[src/rtl/popcount_accum.sv]
// rtl/popcount_accum.sv - pipelined beat popcount with per-frame accumulation
// Build option POPCOUNT_ACCUM_SAT_EN: saturating frame accumulator (default wraps).
module popcount_accum #(
  parameter int DATA_W  = 128,
  parameter int GROUP_W = 16,
  parameter int ACC_W   = 16,
  localparam int NG     = DATA_W / GROUP_W,
  localparam int CNT_W  = $clog2(DATA_W + 1),
  localparam int GRP_CW = $clog2(GROUP_W + 1)
) (
  input  logic              clk,
  input  logic              rst,
  input  logic              in_valid,
  input  logic [DATA_W-1:0] in_data,
  input  logic              in_last,
  input  logic              clear,
  output logic              beat_valid,
  output logic [CNT_W-1:0]  beat_count,
  output logic              frame_valid,
  output logic [ACC_W-1:0]  frame_sum,
  output logic              frame_ovf
);

  logic [GRP_CW-1:0] grp_cnt_d [NG];
  logic [GRP_CW-1:0] s1_grp    [NG];
  logic              s1_valid;
  logic              s1_last;
  logic [CNT_W-1:0]  beat_sum_d;
  logic              s2_last;
  logic [ACC_W-1:0]  acc;
  logic              sticky;
  logic [ACC_W:0]    acc_next;
  logic              carry;
  logic [ACC_W-1:0]  acc_upd;

  always_comb begin
    for (int g = 0; g < NG; g++) begin
      grp_cnt_d[g] = '0;
      for (int b = 0; b < GROUP_W; b++) begin
        grp_cnt_d[g] = grp_cnt_d[g] + GRP_CW'(in_data[g*GROUP_W + b]);
      end
    end
  end

  always_ff @(posedge clk or posedge rst) begin
    if (rst) begin
      s1_valid <= 1'b0;
      s1_last  <= 1'b0;
      for (int g = 0; g < NG; g++) s1_grp[g] <= '0;
    end else begin
      s1_valid <= in_valid & ~clear;
      if (in_valid & ~clear) begin
        s1_last <= in_last;
        s1_grp  <= grp_cnt_d;
      end
    end
  end

  always_comb begin
    beat_sum_d = '0;
    for (int g = 0; g < NG; g++) beat_sum_d = beat_sum_d + CNT_W'(s1_grp[g]);
  end

  always_ff @(posedge clk or posedge rst) begin
    if (rst) begin
      beat_valid <= 1'b0;
      beat_count <= '0;
      s2_last    <= 1'b0;
    end else begin
      beat_valid <= s1_valid & ~clear;
      if (s1_valid & ~clear) begin
        beat_count <= beat_sum_d;
        s2_last    <= s1_last;
      end
    end
  end

  // One extra bit on the add exposes the carry used for overflow flagging.
  always_comb begin
    acc_next = {1'b0, acc} + (ACC_W+1)'(beat_count);
    carry    = acc_next[ACC_W];
`ifdef POPCOUNT_ACCUM_SAT_EN
    acc_upd  = carry ? {ACC_W{1'b1}} : acc_next[ACC_W-1:0];
`else
    acc_upd  = acc_next[ACC_W-1:0];
`endif
  end

  always_ff @(posedge clk or posedge rst) begin
    if (rst) begin
      acc         <= '0;
      sticky      <= 1'b0;
      frame_valid <= 1'b0;
      frame_sum   <= '0;
      frame_ovf   <= 1'b0;
    end else begin
      frame_valid <= 1'b0;
      if (clear) begin
        acc    <= '0;
        sticky <= 1'b0;
      end else if (beat_valid) begin
        if (s2_last) begin
          frame_sum   <= acc_upd;
          frame_ovf   <= sticky | carry;
          frame_valid <= 1'b1;
          acc         <= '0;
          sticky      <= 1'b0;
        end else begin
          acc    <= acc_upd;
          sticky <= sticky | carry;
        end
      end
    end
  end

endmodule

[config.mk]
export PLATFORM = sky130hd
export DESIGN_NAME = popcount_accum
export DESIGN_NICKNAME = d
export VERILOG_FILES = /design/src/rtl/popcount_accum.sv
export SDC_FILE = /design/constraint.sdc
export NUM_CORES = 1
export LEC_CHECK = 0
export CORE_AREA = 3 3 128 130
export CTS_BUF_LIST = sky130_fd_sc_hd__clkbuf_8
export DETAILED_ROUTE_END_ITERATION = 16
export DIE_AREA = 0 0 131 133
export PLACE_DENSITY = 0.77
export SLEW_MARGIN = 10
export SYNTH_ARGS = -nofsm -noshare
export SYNTH_HDL_FRONTEND = slang
export SYNTH_SLANG_ARGS = --single-unit
[constraint.sdc]
create_clock -name clk -period 5.3 [get_ports clk]
set_input_delay 0.53 -clock clk [delete_from_list [all_inputs] [get_ports clk]]
set_output_delay 0.53 -clock clk [all_outputs]
set_load 0.02 [all_outputs]
Yosys cells after proc, flatten, opt, wreduce, memory -nomap -nowiden
Index checks and enable logic that the tools add are counted.
Word-level totals
  bits in registers: 87
  input bits: 133
  output and inout bits: 27
  logic and storage cells: 161
Cells by class
  add/sub/neg operators: 128
  mux-type cells: 9
  bitwise gates (word level): 4
  reduce and logical (&&, ||, !) cells: 2
Operator list (number)
  adder 5 x 1 -> 5 bit: 88
  2-to-1 mux 16 bit: 3
  adder 4 x 1 -> 5 bit: 8
  adder 3 x 1 -> 4 bit: 8
  adder 8 x 5 -> 8 bit: 4
  adder 2 x 1 -> 3 bit: 8
  adder 16 x 8 -> 17 bit: 1
  adder 1 x 1 -> 2 bit: 8
  adder 7 x 5 -> 8 bit: 1
  adder 6 x 5 -> 7 bit: 1
  adder 5 x 5 -> 6 bit: 1
  2-to-1 mux 1 bit: 6
  AND reduction 3 bit: 1
  AND 1 bit: 2
  nonzero test 2 bit: 1
  inverter 1 bit: 1
  bitwise OR 1 bit: 1

Longest topological paths before layout
  depth after elaboration: 15
  gate-level depth with buffers: 15
  depth with buffers taken out: 15

Worst setup path before layout
OpenSTA, ideal clock, no wires.
  path type: register to register
  start: reg s1_grp[2] (netlist bit)
  end: reg beat_count[6]
  library setup time: 0.128 ns
  arrival: 3.638 ns
  data required time: 5.172 ns
  path slack: 1.534 ns
  cell stages (with the launch flop): 16
  path buffers: 0
  clock period less this slack: 3.766 ns
  cells stage by stage: dfrtp_1 > inv_1 > fa_1 > inv_1 > fa_1 > fa_1 > inv_1 > fa_1 > inv_1 > ha_1 > fa_1 > a21oi_1 > nor2_1 > nor2_1 > xor2_1 > o21ai_0
On the way
  word-level cells in the longest chain between the ends: 1
Ends and longest elaborated chain
  start: declaration: RTL line 25  | logic [GRP_CW-1:0] s1_grp [NG];
  start signal: assignment: RTL line 54  | s1_grp <= grp_cnt_d;
  adder 8 x 5 -> 8 bit: RTL line 61  | for (int g = 0; g < NG; g++) beat_sum_d = beat_sum_d + CNT_W'(s1_grp[g]);
  end signal: assignment: RTL line 72  | beat_count <= beat_sum_d;
  end: declaration: RTL line 18  | output logic [CNT_W-1:0] beat_count,
No other way between the ends.
A chain may end at the register's enable or synchronous reset.

Final worst setup path
  start: in in_data[117]
  end: reg s1_grp[2] (netlist bit)
On the way
  word-level cells in the longest chain between the ends: 11
Ends and longest elaborated chain
  start: declaration: RTL line 14  | input logic [DATA_W-1:0] in_data,
  adder 5 x 1 -> 5 bit (11 in a row): RTL line 40  | grp_cnt_d[g] = grp_cnt_d[g] + GRP_CW'(in_data[g*GROUP_W + b]);
No other way between the ends.

==> results.yml <==
sta:
  fmax_mhz: 254
  final.setup.tns_ns: 0
  slew_headroom: 0.262
  worst_clock_skew_ns: 0.0109
  timing.final.max_slew_violations: 0
  tightest_slew_ns: 1.10
  final_ws_setup_ns: 1.36
  grt_setup_unrepaired: "no"
  setup_viol_count_final: 0
  hold_viol_final: 0
  min_period_over_period: 0.743
  period_minus_slack_ns: 3.94
route:
  first_iter_violations: 228
  totalWireLength_um: 14100
  routed_via_density: 4.69
  wl_per_cell_um: 12.2
  detail_route.drc_violations: 0
  top_signal_layer_used: "met4"
  met2WireLength_um: 7570
  drtAntennaViolNets: 0
  route.vias.total: 5413
  drt-met1-wl_um: 5790
  met3WireLength_um: 652
  first_pass_iters: 4
floorplanning:
  chipHeight_um: 133
  pin_count: 160
  core_footprint_um2: 15300
  placement_rows: 45
  die_area_um2: 17400
  initial_core_util: 0.498
  fp.dieW_um: 131
placed_design:
  cells_after_dpl: 1140
  dp_worst_setup_slack_ns: 0.979
  place_area_um2: 9420
  hpwl_after_dpl_um: 12000
  buffer_ports.inserted: 159
  routabilityCongestion: 0.874
grt:
  grt_start_max_net_pins: 58
  grt-ovfl-total: 0
  grt_use_total: 0.178
  grt_pass1_wl_um: 25500
  grt_antenna_before_repair: 0
  via_count_of_the_first_global_routing_pass: 5861
layout:
  fin_util: 0.633
  instances_no_fill: 1155
  mostFrequentLayoutCell: "inv_1"
  num_antenna_cells: 0
  final_cell_area_um2: 9650
  layout-area-overhead-vs-synth_pct: 26.9
  design.final.nets: 1239
  area_taken_by_multi_input_logic_gates_um2: 4550
  count_of_fill_cells_added_during_filler_insertion: 1228
  layout-drive-gt1-share: 0.0318
  most-common-layout-cells: "216 x inv_1, 159 x clkdlybuf4s50_1, 110 x fa_1"
  register_area_um2: 2180
clock_tree:
  clk_root_buffer_cell: "clkbuf_8"
  htree_levels: 3
  cts.path.max_buffers: 2
  ctsResizeCount: 0
  cts_hold_buffers: 0
  cts.clk_slew.worst_paths_ns: 0.09
  tritoncts: "built"
  number_of_sinks_handled_by_clock_tree_synthesis: 87
  post-cts-setup-buffer-count: 0
  cts-buffers-inserted: 9
  clock_latency_ns: 0.35
power_and_ir_drop:
  ir_drop_v: 0.000823
  power.static_leakage_nw: 4.92
  cellPowerDensity_nw_per_um2: 582
yosys:
  synthCells: 784
  asyncSetResetFlopFracSynth: 1.00
  post_synth.cell_area_avg_um2: 9.70
  yosysTopAreaCell: "fa_1"
  synthesis.nets: 1083
  ys_warn_count: 0
  synth_cell_types: 44
  dominantRegCellSynth: "dfrtp_1"
  ys_seq_elements: 87
  synth.area.top_cells: "fa_1 29%, dfrtp_1 29%, inv_1 11%"
  synth-seq-area-share: 0.286
  syn-cell-area_um2: 7600
  synth_enable_flop_cells: 0
  synthDominantCellAreaShare: 0.290
worst_setup_path:
  crit_fanout: 2
  worst_setup_path_end_kind: "flip-flop"
  timing.critical_path.arrival_ns: 4.13
  critical_path_required_ns: 5.49
  worstSetupStartpointType: "input pin"
  worstSetupPathType: "input pin to flip-flop"
hold_path:
  min-delay-path-class: "flip-flop to flip-flop"
status:
  outcome: "finished, final reports clean"
flow_run:
  maxCapViolCount: 0
[report_power, final]
group	switching [W]	internal (W)	leakage [nW]
Combinational	0.00221	0.00189	3.65
Clock	0.000234	0.000311	0.121
Sequential	0.000115	0.000855	1.14
[cells by family after synthesis]
group / share of synthesized area
buffers and inverters: 0.116
muxes: 0.00411
and+or+nand+nor: 0.0765
adders and majority gates: 0.382
xor gates and xnor gates: 0.0299
DFF: 0.286
AOI/OAI and AO/OA: 0.105
[registers in the layout, summed over array words and instances (netlist names)]
signal       cells
frame_ovf        1
s1_grp          40
acc             16
frame_valid      1
s1_valid         1
s1_last          1
sticky           1
frame_sum       16
s2_last          1
beat_count       8
beat_valid       1
[cell usage after synthesis (2+ instances only)]
library cell  count
inv_1           216
fa_1            110
nand2_1          96
dfrtp_1          87
o21ai_0          68
ha_1             56
a21oi_1          22
xor2_1           19
clkbuf_1         14
a21o_1           12
nor2_1           12
nor2b_1           7
xnor2_1           7
o21ai_1           6
a22o_1            5
o211ai_1          5
a31oi_1           3
buf_2             3
o21ai_2           3
a211oi_1          2
and4_1            2
mux2i_1           2
nand2b_1          2
nand4_1           2
nor3_1            2
o21bai_1          2
o22ai_1           2
[layout make-up]
class | instances | area share
inverter | 217 | 0.0845
clock inverter | 6 | 0.0115
tap | 211 | 0.0273
multi-input combinational | 463 | 0.471
timing repair buffer | 162 | 0.167
sequential | 87 | 0.226
clock buffer | 9 | 0.0128
[worst max-delay path, stage by stage]
cell and delay [ns]:
clkdlybuf4s50_1 0.45, inv_1 0.05, fa_1 0.55, fa_1 0.45, fa_1 0.55, fa_1 0.41, inv_1 0.06, ha_1 0.15
inv_1 0.05, fa_1 0.39, nor2b_1 0.17, nor2_1 0.05, o21ai_0 0.13, o21ai_0 0.13
[final timing paths]
kind                                               start  depth (start not counted)  slack (ns)                   endpoint
worst max-delay path                        in_data[117]                         14        1.36      s1_grp[2]$_DFFE_PP0P_
worst min-delay path            frame_sum[6]$_DFFE_PP0P_                          2        0.48   frame_sum[6]$_DFFE_PP0P_
worst max register to register     s1_grp[2]$_DFFE_PP0P_                         15        1.37  beat_count[6]$_DFFE_PP0P_
worst min register to register  frame_sum[6]$_DFFE_PP0P_                          2        0.48   frame_sum[6]$_DFFE_PP0P_
max in group asynchronous                            rst                          3        3.69     s1_grp[20]$_DFFE_PP0P_
min in group asynchronous                            rst                          2        0.67  frame_sum[13]$_DFFE_PP0P_
[per-stage QoR]
stage	total power (W)	hold slack, ns
2_1_floorplan	0.00418	0.439
3_3_place_gp	0.00497	0.454
3_5_place_dp	0.00514	0.462
4_1_cts	0.00572	0.485
5_1_grt	0.00652	0.509
6_report	0.00562	0.481
[routing by layer]
layer / vias up / track usage
met1: 2596 / 0.218
met3: 9 / 0.0323
met2: 128 / 0.327
met4: 0 / 0.0297
li1: 2680 / -
met5: - / 0
Power figures use the tool's default switching activity.
